==> config.mk <==
export PLATFORM = sky130hd
export DESIGN_NAME = ascon_arbiter
export DESIGN_NICKNAME = d
export VERILOG_FILES = /design/src/rtl/ascon_arbiter.sv
export SDC_FILE = /design/constraint.sdc
export NUM_CORES = 1
export LEC_CHECK = 0
export BUFFER_PORTS_ARGS = -buffer_cell sky130_fd_sc_hd__buf_2
export CORE_AREA = 3 3 159 161
export CTS_BUF_LIST = sky130_fd_sc_hd__clkbuf_8
export DETAILED_ROUTE_END_ITERATION = 12
export DIE_AREA = 0 0 162 164
export PLACE_DENSITY = 0.4
export SLEW_MARGIN = 20
export SYNTH_ARGS = -nofsm -noshare
export SYNTH_HDL_FRONTEND = slang
export SYNTH_SLANG_ARGS = --single-unit
==> constraint.sdc <==
create_clock -name clk -period 1.7 [get_ports clk]
set_clock_uncertainty 0.05 [all_clocks]
set_input_delay 0.255 -clock clk [delete_from_list [all_inputs] [get_ports clk]]
set_output_delay 0.255 -clock clk [all_outputs]
set_load 0.03 [all_outputs]
==> src/rtl/ascon_arbiter.sv <==
// Two-requester, message-granular arbiter in front of a single ascon core.
// A requester owns the core from its first input block until the core returns
// its last output block, or until the drain timer expires. Ties in IDLE go to
// the round-robin pointer, which flips on every release.
module ascon_arbiter #(
  parameter int unsigned W       = 64,
  parameter int unsigned TIMEOUT = 1024
) (
  input  logic         clk,
  input  logic         rst,

  // Requester 0
  input  logic         req0_mode,
  input  logic [W-1:0] req0_data,
  input  logic         req0_valid,
  input  logic         req0_last,
  output logic         req0_ready,
  output logic [W-1:0] rsp0_data,
  output logic         rsp0_valid,
  output logic         rsp0_last,

  // Requester 1
  input  logic         req1_mode,
  input  logic [W-1:0] req1_data,
  input  logic         req1_valid,
  input  logic         req1_last,
  output logic         req1_ready,
  output logic [W-1:0] rsp1_data,
  output logic         rsp1_valid,
  output logic         rsp1_last,

  // Core input side
  output logic         core_mode,
  output logic [W-1:0] core_block_in,
  output logic         core_in_valid,
  output logic         core_in_last,
  input  logic         core_in_ready,

  // Core output side
  input  logic [W-1:0] core_block_out,
  input  logic         core_out_valid,
  input  logic         core_out_last,

  // Status
  output logic         busy,
  output logic         owner,
  output logic         timeout_err
);

  // Wide enough to hold TIMEOUT-1 for any TIMEOUT >= 1.
  localparam int unsigned TW = (TIMEOUT > 1) ? $clog2(TIMEOUT) : 1;
  localparam logic [TW-1:0] TimerMax = TW'(TIMEOUT - 1);

  typedef enum logic [1:0] {
    StIdle,
    StFeed,
    StDrain
  } state_e;

  state_e        state_q;
  logic          owner_q;
  logic          ptr_q;
  logic          mode_q;
  logic          terr_q;
  logic [TW-1:0] timer_q;

  logic         grant;
  logic         own_valid;
  logic         own_last;
  logic [W-1:0] own_data;
  logic         in_feed;
  logic         routing;
  logic         in_hs_last;
  logic         timer_expired;

  // Owner-side input mux and tie-break selection for a pending grant.
  always_comb begin
    grant     = (req0_valid && req1_valid) ? ptr_q : req1_valid;
    own_valid = owner_q ? req1_valid : req0_valid;
    own_last  = owner_q ? req1_last  : req0_last;
    own_data  = owner_q ? req1_data  : req0_data;
  end

  assign in_feed       = (state_q == StFeed);
  assign routing       = (state_q != StIdle);
  assign in_hs_last    = core_in_valid && core_in_ready && core_in_last;
  assign timer_expired = (timer_q >= TimerMax);

  // Core input follows the owner combinationally while feeding; zero otherwise.
  always_comb begin
    core_in_valid = in_feed && own_valid;
    core_in_last  = in_feed && own_valid && own_last;
    core_block_in = in_feed ? own_data : '0;
    req0_ready    = in_feed && !owner_q && core_in_ready;
    req1_ready    = in_feed &&  owner_q && core_in_ready;
  end

  // Core output is steered to the owner while a message is in flight.
  // Output beats arriving in IDLE are dropped.
  always_comb begin
    rsp0_valid = routing && !owner_q && core_out_valid;
    rsp0_last  = routing && !owner_q && core_out_valid && core_out_last;
    rsp0_data  = (routing && !owner_q) ? core_block_out : '0;
    rsp1_valid = routing &&  owner_q && core_out_valid;
    rsp1_last  = routing &&  owner_q && core_out_valid && core_out_last;
    rsp1_data  = (routing &&  owner_q) ? core_block_out : '0;
  end

  assign busy        = routing;
  assign owner       = owner_q;
  assign core_mode   = mode_q;
  assign timeout_err = terr_q;

  // Arbitration FSM with registered owner, mode, pointer, drain timer and error pulse.
  always_ff @(posedge clk or posedge rst) begin
    if (rst) begin
      state_q <= StIdle;
      owner_q <= 1'b0;
      ptr_q   <= 1'b0;
      mode_q  <= 1'b0;
      terr_q  <= 1'b0;
      timer_q <= '0;
    end else begin
      terr_q <= 1'b0;
      unique case (state_q)
        StIdle: begin
          if (req0_valid || req1_valid) begin
            owner_q <= grant;
            mode_q  <= grant ? req1_mode : req0_mode;
            state_q <= StFeed;
          end
        end
        StFeed: begin
          // A last output seen while still feeding is forwarded but does not release.
          if (in_hs_last) begin
            state_q <= StDrain;
            timer_q <= '0;
          end
        end
        StDrain: begin
          if (core_out_valid && core_out_last) begin
            state_q <= StIdle;
            ptr_q   <= ~ptr_q;
            timer_q <= '0;
          end else if (core_out_valid) begin
            timer_q <= '0;
          end else if (timer_expired) begin
            state_q <= StIdle;
            ptr_q   <= ~ptr_q;
            terr_q  <= 1'b1;
            timer_q <= '0;
          end else begin
            timer_q <= timer_q + TW'(1);
          end
        end
        default: begin
          state_q <= StIdle;
        end
      endcase
    end
  end

endmodule

==> results_dict.tcl <==
set metrics [dict create \
    syn_area_per_cell_um2 7.54 \
    overflow 0 \
    coreArea_um2 24100 \
    drtPass1Iterations 4 \
    layoutNonFillerInstCount 1062 \
    dpl.cell_count 1049 \
    path_clk_slew_ns 0.07 \
    stdcell_area_um2 6260 \
    fin_crit_sh 1.20 \
    max-vdd-ir-drop_v 0.000875 \
    drv_cap 0 \
    post-route-util 0.260 \
    fin_ws_ns -0.336 \
    final_max_slew_viol_count 0 \
    syn-num-nets 525 \
    r2r-end "timer_q[9]" \
    cellPowerDensity_nw_per_um2 2230 \
    htree_levels 1 \
    syn-cell-area_um2 2420 \
    drc 0 \
    dp_hpwl_mm 15.3 \
    area_growth_pct 159 \
    endpoint_kind "output port" \
    cp-start-kind "flip-flop" \
    clock_latency_ns 0.25 \
    root_buffer "clkbuf_8" \
    vias 4089 \
    max_freq_ghz 0.491 \
    gp_congestion 0.765 \
    setup-tns-final_ns -48.72 \
    finalSetupViolCount 202 \
    drt_wl_total_mm 18.6 \
    slew_headroom 0.689 \
    final_cell_mix "buf_2 (290), buf_6 (102), and2_2 (75), a22o_2 (47), buf_4 (37)" \
    ys.flop_type "dfrtp_1" \
    yosysSeqAreaShare 0.165 \
    min_delay_path_depth 3 \
    synth_cells 321 \
    ys_types 35 \
    drtAntennaViolNets 0 \
    violations "negative setup slack" \
    cp_max_fo 8 \
    wire_per_inst_um 17.6 \
    rows 57 \
    die_w_um 162 \
    die_h_um 164 \
    critical_path_buf_inv_count 3 \
    r2r_cells 5 \
    antenna_found_initial 6 \
    grt_pass1_vias 3808 \
    grt_use_total 0.114 \
    cts_tree "yes" \
    synth_top_area_share 0.344 \
    initial_core_util 0.100 \
    drive_gt1_frac 0.833 \
    status "finished with violations" \
    synthTopCellsByArea "and2_1 (34%), a22o_1 (24%), dfrtp_1 (17%)" \
    place_area_um2 5300 \
    grt_pass1_wl_mm 23.5 \
    arrival_ns 1.73 \
    grt_max_degree 67 \
    max_stage_delay_ns 0.38 \
    dieArea_um2 26600 \
    clock_path_buffers 2 \
    worst-slew-pin-transition_ns 0.465 \
    hold_class "input pin to flip-flop" \
    hold_start "req1_mode" \
    critPathTopFamily "buffers and inverters" \
    async_reset_ff_frac 1.00 \
    io_pins 407 \
    clock-sinks 16 \
    ys_ff_latch 16 \
    cts-buffers-inserted 3 \
    timing_hold_violations_final 0 \
    dp_slack_ns -0.100 \
    hold_slack_ns 0.243 \
    whs_endpoint "core_mode" \
    nets 942 \
    drt_iter0_drc 198 \
    reg2reg_slack_ns -0.03 \
    synth_warnings 0 \
    p_leak_nw 3.36 \
    final_common_cell "buf_2" \
    synth_edf_count 0 \
    port_buffers 406 \
    crit_slowest_cell "dfrtp_1" \
    path_class "flip-flop to output port" \
    timing.rr.start "state_q[0]" \
    p_total_mw 14.0 \
    fin_crit_ns 2.04 \
    crit_required_ns 1.39 \
    critical_path.cell_chain "and2b_2, nor2b_4, buf_12, clkbuf_16, a22o_2, buf_6" \
    yosysTopAreaCell "and2_1" \
    viasPerCell 3.85 \
    rsz0062_at_grt "true" \
]
-- cell usage after synthesis (3+ instances only) --
master,instances
and2_1,133
a22o_1,67
dfrtp_1,16
clkbuf_1,15
nand2_1,12
buf_2,11
nand3_1,6
o21ai_0,6
inv_1,5
and3_1,4
buf_1,4
nor2_1,4
a21oi_1,3
mux2_2,3
nor2b_1,3
xnor2_1,3
-- per-layer routing --
layer / vias up / GRT usage / wire length, um
li1: 1975 / - / -
met1: 1875 / 0.149 / 7730
met2: 221 / 0.204 / 9490
met3: 18 / 0.0156 / 1190
met4: 0 / 0.0163 / 232
met5: - / 0 / 0
-- worst max path at each step --
stage          slack [ns]       start  cells after the start                 to
5_1_grt             -0.40  state_q[1]                      6  core_block_in[20]
2_1_floorplan       -0.03  state_q[1]                      5  core_block_in[56]
4_1_cts             -0.31  state_q[0]                      5  core_block_in[44]
6_report            -0.34  state_q[0]                      6  core_block_in[47]
3_3_place_gp        -0.11  state_q[1]                      5   core_block_in[1]
3_5_place_dp        -0.10  state_q[1]                      5   core_block_in[1]
-- layout make-up --
type | instances | area (um^2)
Timing Repair Buffer | 443 | 3160
Antenna cell | 1 | 2.50
Clock buffer | 4 | 55.1
Tap cell | 324 | 405
Inverter | 5 | 18.8
Multi-Input combinational cell | 269 | 2210
Sequential cell | 16 | 402
Fill cell | 2647 | 17800
-- cells by family after synthesis --
group           share of synthesized area
xor+xnor                           0.0109
compound gates                      0.302
buf+inv                            0.0646
mux                                0.0181
flops                               0.165
fa+ha+maj                         0.00517
simple gates                        0.433
-- where the power goes --
group | internal [mW] | total [mW] | switching (mW)
Combinational | 5.71 | 13.1 | 7.40
Sequential | 0.448 | 0.530 | 0.0816
Clock | 0.206 | 0.347 | 0.141
-- registers in the layout, summed over array words and instances (netlist names) --
signal       count
timeout_err      1
core_mode        1
state_q          2
owner            1
timer_q         10
ptr_q            1
-- worst register-to-register path: cells and delay by family (launching register included) --
kind	cells	cell delay, ns
buffers and inverters	2	0.33
flip-flops	1	0.38
AND/OR/NAND/NOR	2	0.81
AO/OA/AOI/OAI	1	0.09
-- what timing repair did --
| item | 4_1_cts | 5_1_grt |
|---|---|---|
| endpoints found under the setup margin | 202 | 208 |
| gates resized for setup | 108 | 152 |
| hold endpoints to repair | 10 | 0 |
| buffers inserted | 0 | 2 |
| pin swaps | 5 | 18 |
| gates cloned | 0 | 5 |
| hold buffers | 1 | 0 |
(Power assumes the default switching activity.)
